$ cat src/rtl/apb_i2c_req_arbiter.sv
// Round-robin arbiter sharing the I2C controller's APB slave port between NREQ requesters.
// Enforces the register access map and bounds every ACCESS phase with a pready timeout.
module apb_i2c_req_arbiter #(
  parameter int NREQ    = 2,
  parameter int ADDR_W  = 8,
  parameter int DATA_W  = 8,
  parameter int TIMEOUT = 16
) (
  input  logic                     pclk,
  input  logic                     preset,
  input  logic [NREQ-1:0]          req_valid,
  input  logic [NREQ-1:0]          req_write,
  input  logic [NREQ*ADDR_W-1:0]   req_addr,
  input  logic [NREQ*DATA_W-1:0]   req_wdata,
  output logic [NREQ-1:0]          req_ready,
  output logic [NREQ-1:0]          rsp_valid,
  output logic [DATA_W-1:0]        rsp_rdata,
  output logic                     rsp_err,
  output logic                     psel,
  output logic                     penable,
  output logic                     pwrite,
  output logic [ADDR_W-1:0]        paddr,
  output logic [DATA_W-1:0]        pwdata,
  input  logic [DATA_W-1:0]        prdata,
  input  logic                     pready
);

  localparam int PW = (NREQ > 1) ? $clog2(NREQ) : 1;
  localparam int CW = $clog2(TIMEOUT + 1);

  typedef enum logic [1:0] {
    S_IDLE,
    S_SETUP,
    S_ACCESS,
    S_RESP
  } state_t;

  state_t              state_q, state_d;
  logic [PW-1:0]       ptr_q, ptr_d;
  logic [PW-1:0]       gnt_q, gnt_d;
  logic                write_q, write_d;
  logic [ADDR_W-1:0]   addr_q, addr_d;
  logic [DATA_W-1:0]   wdata_q, wdata_d;
  logic [DATA_W-1:0]   rdata_q, rdata_d;
  logic                err_q, err_d;
  logic [CW-1:0]       cnt_q, cnt_d;

  logic [ADDR_W-1:0]   addr_a  [NREQ];
  logic [DATA_W-1:0]   wdata_a [NREQ];
  logic                found;
  logic [PW-1:0]       sel;
  logic [PW-1:0]       cand;
  logic                sel_legal;

  always_comb begin
    for (int i = 0; i < NREQ; i++) begin
      addr_a[i]  = req_addr[i*ADDR_W +: ADDR_W];
      wdata_a[i] = req_wdata[i*DATA_W +: DATA_W];
    end
  end

  // Round-robin search: first pending requester strictly after the last grant.
  always_comb begin
    found = 1'b0;
    sel   = '0;
    cand  = '0;
    for (int k = 1; k <= NREQ; k++) begin
      cand = PW'((int'(ptr_q) + k) % NREQ);
      if (!found && req_valid[cand]) begin
        found = 1'b1;
        sel   = cand;
      end
    end
  end

  always_comb begin
    if (req_write[sel])
      sel_legal = (addr_a[sel] == ADDR_W'(2)) || (addr_a[sel] == ADDR_W'(4)) ||
                  (addr_a[sel] == ADDR_W'(6));
    else
      sel_legal = (addr_a[sel] == ADDR_W'(3)) || (addr_a[sel] == ADDR_W'(5));
  end

  // NOTE: sequential state uses non-blocking assignments so every flop samples
  // the pre-edge value of its neighbours regardless of statement order.
  always_ff @(posedge pclk or posedge preset) begin
    if (preset) begin
      state_q <= S_IDLE;
      ptr_q   <= PW'(NREQ - 1);
      gnt_q   <= '0;
      write_q <= 1'b0;
      addr_q  <= '0;
      wdata_q <= '0;
      rdata_q <= '0;
      err_q   <= 1'b0;
      cnt_q   <= '0;
    end else begin
      state_q <= state_d;
      ptr_q   <= ptr_d;
      gnt_q   <= gnt_d;
      write_q <= write_d;
      addr_q  <= addr_d;
      wdata_q <= wdata_d;
      rdata_q <= rdata_d;
      err_q   <= err_d;
      cnt_q   <= cnt_d;
    end
  end

  // NOTE: every signal driven here gets a default first, so no path can leave
  // one unassigned and infer a latch.
  always_comb begin
    state_d   = state_q;
    ptr_d     = ptr_q;
    gnt_d     = gnt_q;
    write_d   = write_q;
    addr_d    = addr_q;
    wdata_d   = wdata_q;
    rdata_d   = rdata_q;
    err_d     = err_q;
    cnt_d     = cnt_q;
    req_ready = '0;
    rsp_valid = '0;
    rsp_rdata = '0;
    rsp_err   = 1'b0;
    psel      = 1'b0;
    penable   = 1'b0;

    unique case (state_q)
      S_IDLE: begin
        if (found) begin
          req_ready[sel] = !preset;
          gnt_d          = sel;
          ptr_d          = sel;
          write_d        = req_write[sel];
          addr_d         = addr_a[sel];
          wdata_d        = req_write[sel] ? wdata_a[sel] : '0;
          rdata_d        = '0;
          cnt_d          = '0;
          err_d          = !sel_legal;
          state_d        = sel_legal ? S_SETUP : S_RESP;
        end
      end
      S_SETUP: begin
        psel    = 1'b1;
        state_d = S_ACCESS;
      end
      S_ACCESS: begin
        psel    = 1'b1;
        penable = 1'b1;
        if (pready) begin
          if (!write_q) rdata_d = prdata;
          err_d   = 1'b0;
          state_d = S_RESP;
        end else begin
          cnt_d = cnt_q + 1'b1;
          // Abort on the TIMEOUT-th unanswered ACCESS cycle.
          if (cnt_q == CW'(TIMEOUT - 1)) begin
            err_d   = 1'b1;
            rdata_d = '0;
            state_d = S_RESP;
          end
        end
      end
      S_RESP: begin
        rsp_valid[gnt_q] = 1'b1;
        rsp_rdata        = rdata_q;
        rsp_err          = err_q;
        cnt_d            = '0;
        state_d          = S_IDLE;
      end
      default: state_d = S_IDLE;
    endcase
  end

  assign pwrite = psel ? write_q : 1'b0;
  assign paddr  = psel ? addr_q  : '0;
  assign pwdata = psel ? wdata_q : '0;

endmodule

$ cat config.mk
export PLATFORM = sky130hd
export DESIGN_NAME = apb_i2c_req_arbiter
export DESIGN_NICKNAME = d
export VERILOG_FILES = /design/src/rtl/apb_i2c_req_arbiter.sv
export SDC_FILE = /design/constraint.sdc
export NUM_CORES = 1
export LEC_CHECK = 0
export BUFFER_PORTS_ARGS = -buffer_cell sky130_fd_sc_hd__buf_2
export CAP_MARGIN = 0
export CORE_MARGIN = 2
export CORE_UTILIZATION = 49
export CTS_BUF_LIST = sky130_fd_sc_hd__clkbuf_16
export CTS_CLUSTER_SIZE = 12
export DETAILED_ROUTE_END_ITERATION = 6
export HOLD_SLACK_MARGIN = 0.06
export PLACE_DENSITY = 0.81
export SLEW_MARGIN = 40
export SYNTH_ARGS = -nofsm -noshare
export SYNTH_HDL_FRONTEND = slang
export SYNTH_SLANG_ARGS = --single-unit
$ cat constraint.sdc
create_clock -name pclk -period 4.39 [get_ports pclk]
set_clock_uncertainty 0.2 [all_clocks]
set_input_delay 0.2195 -clock pclk [delete_from_list [all_inputs] [get_ports pclk]]
set_output_delay 0.2195 -clock pclk [all_outputs]
set_load 0.02 [all_outputs]
==> results of run 1 <==
-- worst max-delay path, delay by kind of cell --
kind,cells,cell delay [ps]
AO/OA/AOI/OAI,2,470
buffers and inverters,4,1590
multiplexers,1,200
-- cell type report --
| class | instances | area share |
|---|---|---|
| multi-input cells | 153 | 0.3887 |
| inverters | 5 | 0.006925 |
| repair buffers | 95 | 0.2041 |
| well taps | 50 | 0.02308 |
| clock inverters | 3 | 0.007387 |
| flip-flops and latches | 35 | 0.3236 |
| clock buffers | 5 | 0.04617 |
-- routing by layer --
metal	up-vias	track usage	part of all wire
li1	905	-	-
met1	845	0.2694	0.44
met2	68	0.3836	0.48
met3	6	0.06500	0.067
met4	0	0.08673	0.015
met5	-	0	0
-- registers in the layout (all words and copies together) (netlist names) --
name,cells
ptr_q,1
addr_q,8
cnt_q,5
wdata_q,8
state_q,2
rdata_q,8
err_q,1
write_q,1
gnt_q,1
-- kinds of logic after synthesis --
logic type	after synthesis	synth area share
fa+ha+maj	6	0.03773
flops	35	0.4409
mux	18	0.09245
compound gates	52	0.1918
buf+inv	14	0.03396
simple gates	77	0.2031
-- power by group --
part	switching, mW	internal (mW)	total (mW)
combinational	0.547	0.353	0.899
sequential	0.0740	0.458	0.532
clock	0.128	0.209	0.337
-- synthesized netlist by cell type (all sizes together) (2+ instances only) --
master  instances
mux2i          18
o31ai          10
dfrtp          34
nor2b           2
buf             3
clkbuf          6
a21o            3
ha              6
a22o           11
a21oi           2
nor3            6
and2           27
inv             5
nand2          29
o21ai          17
o22ai           2
nor2            4
-- metrics by stage --
| stage | power [mW] | util | setup WS (ps) | std cells |
|---|---|---|---|---|
| 2_1_floorplan | 1.169 | - | 2374 | 202 |
| 3_3_place_gp | 1.401 | 0.6138 | 2046 | 324 |
| 3_5_place_dp | 1.425 | 0.6150 | 2183 | 324 |
| 4_1_cts | 1.786 | 0.6874 | 1856 | 346 |
| 5_1_grt | 1.913 | 0.6874 | 1731 | 346 |
| 6_report | 1.768 | 0.6874 | 1856 | 346 |
-- final timing paths --
path,startpoint,endpoint,cells past startpoint
max,req_valid[0],addr_q[4]$_DFFE_PP0P_,7
min,req_wdata[4],wdata_q[4]$_DFFE_PP0P_,3
max reg2reg,ptr_q$_DFFE_PP1P_,addr_q[4]$_DFFE_PP0P_,5
min reg2reg,addr_q[2]$_DFFE_PP0P_,addr_q[2]$_DFFE_PP0P_,2
max in group asynchronous,preset,ptr_q$_DFFE_PP1P_,4
min in group asynchronous,preset,wdata_q[5]$_DFFE_PP0P_,4
==> impl_metrics.json, run 1 <==
{
  "status": "completed",
  "synth_top_area_cell": "dfrtp_1",
  "hpwl_um": 3372,
  "clock_latency_ps": 280,
  "via_per_inst": 5.272,
  "worst-endpoint-required_ps": 4340,
  "postCtsSetupBuffers": 0,
  "drv_cap": 0,
  "maxSlewHeadroom": 0.6042,
  "finalHoldViolCount": 0,
  "drv_slew": 0,
  "fin_crit_sh": 0.5773,
  "die_area_mm2": 0.004586,
  "end_kind": "register",
  "final_nets": 348,
  "grt_overflow_total": 0,
  "multiInputGateArea_mm2": 0.001054,
  "hold_path_class": "in -> reg",
  "h-tree-depth": 2,
  "cpPeakStageDelay_ps": 560,
  "wirelength_um": 4598,
  "syn_avg_cell_area_um2": 9.849,
  "io_pins": 79,
  "leakagePower_nw": 1.403,
  "n_antenna_cell": 0,
  "root_buffer": "clkbuf_16",
  "die_width_um": 67.72,
  "placed_cell_area_mm2": 0.002425,
  "grt_pass1_wl_um": 7638,
  "die_h_um": 67.72,
  "synth_area_mm2": 0.001989,
  "cts_tree": "done",
  "antenna_found_initial": 0,
  "power-per-cell-area_mw_per_mm2": 652.5,
  "start_util": 0.5046,
  "drive_gt1_frac": 0.3311,
  "path_clk_slew_ps": 60,
  "holdWs_ps": 66.40,
  "postSynth.asyncResetShare": 1.000,
  "grt_max_degree": 36,
  "syn2layout_area_growth_pct": 36.23,
  "critPathArrivalTime_ps": 2490,
  "ys.flop_type": "dfrtp_1",
  "core-area_mm2": 0.003943,
  "fin_area_mm2": 0.002710,
  "fin_tns_setup_ps": 0,
  "drc_errors": 0,
  "synth_nets": 255,
  "synth-edff-count": 0,
  "grt_usage": 0.2261,
  "crit_slowest_cell": "dlygate4sd3_1",
  "syn_inst": 202,
  "yosysWarningCount": 0,
  "rrSetupSlack_ps": 2110,
  "fmax_mhz": 394.6,
  "critPathMaxFanout": 15,
  "cts_sinks": 35,
  "place_congestion": 0.8164,
  "max_slew.worst_pin.slew_ps": 592.4,
  "wl_per_cell_um": 13.29,
  "nFillCells": 308,
  "layout_common_cells": "78 x buf_2, 34 x dfrtp_1, 29 x nand2_1, 27 x and2_1, 17 x mux2i_1",
  "setup_violations": 0,
  "clk_path_buf_depth": 2,
  "rows": 23,
  "final_antenna_net_count": 0,
  "synth.distinct_cells": 38,
  "seq_area_um2": 877.1,
  "path_class": "in -> reg",
  "num_vias": 1824,
  "ctsResizeCount": 0,
  "grt_pass1_vias": 1755,
  "start_kind": "input port",
  "ys_seq_elements": 35,
  "layout_commonest_cell": "buf_2",
  "cts_inserted_buffers": 5,
  "min_period_ps": 2534,
  "cp_cell_sequence": "dlygate4sd3_1 -> buf_2 -> a21boi_2 -> buf_4 -> mux2i_1 -> dlygate4sd3_1 -> o21ai_0",
  "drtIter0Drc": 88,
  "ys_seq_area_frac": 0.4409,
  "max-vdd-ir-drop_v": 0.0004308,
  "drt_pass1_iterations": 4,
  "synth_top_area_frac": 0.4277,
  "postCtsHoldBufs": 14,
  "portBuffers": 78,
  "critical_path.most_common_cell": "dlygate4sd3_1",
  "synthTopCellsByArea": "dfrtp_1 43%, mux2i_1 8.6%, and2_1 8.5%, nand2_1 5.5%, a22o_1 4.8%",
  "rsz0062_at_grt": "no"
}
(Power assumes the default switching activity.)
==> inputs of run 2 (changes only) <==
--- a/config.mk
+++ b/config.mk
@@ -8,12 +8,12 @@
 export BUFFER_PORTS_ARGS = -buffer_cell sky130_fd_sc_hd__buf_2
 export CAP_MARGIN = 0
 export CORE_MARGIN = 2
-export CORE_UTILIZATION = 49
+export CORE_UTILIZATION = 48
 export CTS_BUF_LIST = sky130_fd_sc_hd__clkbuf_16
 export CTS_CLUSTER_SIZE = 12
 export DETAILED_ROUTE_END_ITERATION = 6
 export HOLD_SLACK_MARGIN = 0.06
-export PLACE_DENSITY = 0.81
+export PLACE_DENSITY = 0.79
 export SLEW_MARGIN = 40
 export SYNTH_ARGS = -nofsm -noshare
 export SYNTH_HDL_FRONTEND = slang
==> constraint.sdc (replaced) <==
create_clock -name pclk -period 2.5 [get_ports pclk]
set_clock_uncertainty 0.2 [all_clocks]
set_input_delay 0.125 -clock pclk [delete_from_list [all_inputs] [get_ports pclk]]
set_output_delay 0.125 -clock pclk [all_outputs]
set_load 0.02 [all_outputs]
==> run 2 against run 1 <==
Against the previous run:
- setup slack got worse by 1700 ps
- register-to-register slack got worse by 1800 ps
- sequential share of layout area is 3.2 points lower
- die area rose by 2.0%
- sequential power up 77%
- wire length is 18% higher
- cell count is 8.7% higher
- clock power is 74% higher
- non-clock buffer count increased by 31
- power increased by 82%
- highest routed layer unchanged
==> impl_metrics.json, run 2 (synthesis results as in run 1) <==
{
  "crit_slowest_cell": "dlygate4sd3_1",
  "path_class": "in -> reg",
  "status": "completed",
  "clk_path_buf_depth": 2,
  "syn2layout_area_growth_pct": 51.26,
  "top_regs": "addr_q x8, rdata_q x8, wdata_q x8",
  "critPathMaxFanout": 9,
  "die_h_um": 68.38,
  "layout_commonest_cell": "buf_2",
  "min_period_ps": 2314,
  "rsz0062_at_grt": "no",
  "fmax_mhz": 432.1,
  "n_antenna_cell": 0,
  "power_frac_seq": 0.292,
  "cts_tree": "done",
  "final_antenna_net_count": 0,
  "drc_errors": 0,
  "cpPeakStageDelay_ps": 580,
  "via_per_inst": 5.311,
  "max-vdd-ir-drop_v": 0.0007770,
  "final_nets": 379,
  "drv_cap": 0,
  "total_power_mw": 3.216,
  "r2r_end": "cnt_q[0]$_DFFE_PP0P_",
  "grt_pass1_wl_um": 8845,
  "h-tree-depth": 2,
  "rows": 23,
  "holdWs_ps": 80.03,
  "portBuffers": 78,
  "fin_tns_setup_ps": 0,
  "critical_path.most_common_cell": "dlygate4sd3_1",
  "finalHoldViolCount": 0,
  "grt_pass1_vias": 1947,
  "cts_inserted_buffers": 5,
  "layout_common_cells": "78 x buf_2, 43 x dlygate4sd3_1, 34 x dfrtp_1, 29 x nand2_1, 27 x and2_1",
  "core-area_mm2": 0.004000,
  "final_cells": 376,
  "start_kind": "input port",
  "io_pins": 79,
  "setup_violations": 0,
  "leakagePower_nw": 1.536,
  "cts_sinks": 35,
  "pwr-share-clk": 0.183,
  "drive_gt1_frac": 0.3067,
  "clock_latency_ps": 280,
  "wl_per_cell_um": 14.39,
  "max_slew.worst_pin.slew_ps": 765.4,
  "grt_max_degree": 36,
  "die_area_mm2": 0.004676,
  "dp.cells": 326,
  "end_kind": "register",
  "hold_path.startpoint": "pready",
  "grt_usage": 0.2598,
  "wirelength_um": 5412,
  "min_to": "cnt_q[4]$_DFFE_PP0P_",
  "hold_path_class": "in -> reg",
  "rr_startpoint": "state_q[0]$_DFFE_PP0P_",
  "p_sw_frac": 0.4219,
  "place_congestion": 0.8177,
  "start_util": 0.4973,
  "r2r.worst_path.cells": 6,
  "die_width_um": 68.38,
  "comb_power_share": 0.525,
  "path_buf_inv": 4,
  "num_vias": 1997,
  "cp_cell_sequence": "dlygate4sd3_1 -> buf_2 -> a21boi_2 -> buf_4 -> mux2i_1 -> dlygate4sd3_1 -> o21ai_0",
  "hpwl_um": 3157,
  "path_clk_slew_ps": 50,
  "grt_overflow_total": 0,
  "maxSlewHeadroom": 0.4897,
  "power-per-cell-area_mw_per_mm2": 1069,
  "cp_top_family": "buffers and inverters",
  "postCtsSetupBuffers": 0,
  "drv_slew": 0,
  "drtIter0Drc": 132,
  "worst-endpoint-required_ps": 2430,
  "critPathArrivalTime_ps": 2250,
  "internal_power_mw": 1.859,
  "drt_pass1_iterations": 4,
  "fin_crit_sh": 0.9257,
  "hold_depth": 4,
  "antenna_found_initial": 0,
  "rrSetupSlack_ps": 300,
  "root_buffer": "clkbuf_16",
  "p_sw_mw": 1.357
}
==> run 2: cell types whose count changed in the layout (fill, tap and decap cells not counted), sizes merged <==
cell / delta
dlygate4sd3: +29
buf: +2
clkinvlp: -1
==> run 2: worst reg2reg max path: cells and delay by family, from the launching register on <==
kind	cells	cell delay [ps]
flip-flops	1	390
AND/OR/NAND/NOR	2	670
adder cells (fa/ha/maj)	1	310
buffers and inverters	1	120
AO/OA/AOI/OAI	2	380
==> run 2: how the worst max path moves through the flow <==
stage / from / to / cells past startpoint
after floorplan: state_q[1]$_DFFE_PP0P_ / rdata_q[0]$_DFFE_PP0P_ / 7
after global placement: state_q[0]$_DFFE_PP0P_ / rdata_q[6]$_DFFE_PP0P_ / 5
after detailed placement: state_q[0]$_DFFE_PP0P_ / rdata_q[4]$_DFFE_PP0P_ / 5
after CTS: state_q[0]$_DFFE_PP0P_ / rdata_q[0]$_DFFE_PP0P_ / 5
after global routing: req_valid[0] / addr_q[5]$_DFFE_PP0P_ / 7
final: req_valid[0] / addr_q[5]$_DFFE_PP0P_ / 7
==> run 2: area by class of cell <==
cell class	count	area [um^2]
clock buffer	5	125.1
clock inverter	2	13.76
fill	265	991.0
inverter	5	18.77
multi-input combinational	153	1054
sequential	35	877.1
tap	50	62.56
timing repair buffer	126	858.3
==> run 2: through the flow <==
stage	cell area (um^2)	worst slack [ps]	util
3_3_place_gp	2435	337.7	0.6087
5_1_grt	3009	96.88	0.7523
3_5_place_dp	2435	218.6	0.6087
6_report	3009	185.8	0.7523
4_1_cts	3004	169.9	0.7510
2_1_floorplan	1989	507.4	-
==> run 2: layer usage <==
metal,GRT usage,wire (um),up-vias
met5,0,0,-
met4,0.08250,91,0
met3,0.07237,360,9
met2,0.4303,2608,83
met1,0.3264,2351,937
li1,-,-,968
==> run 2: what timing repair did <==
item                                   CTS  global route
resized for setup                        0             0
hold buffers                            43             0
endpoints found under the hold margin   59             0
==> run 2: power by group through the flow <==
stage | Combinational (mW) | Clock (mW) | Sequential, mW
finish | 1.69 | 0.588 | 0.940
CTS | 1.67 | 0.599 | 0.934
global placement | 1.54 | 0 | 0.933
floorplan | 1.15 | 0 | 0.900
global route | 1.88 | 0.614 | 0.971
detailed placement | 1.56 | 0 | 0.939
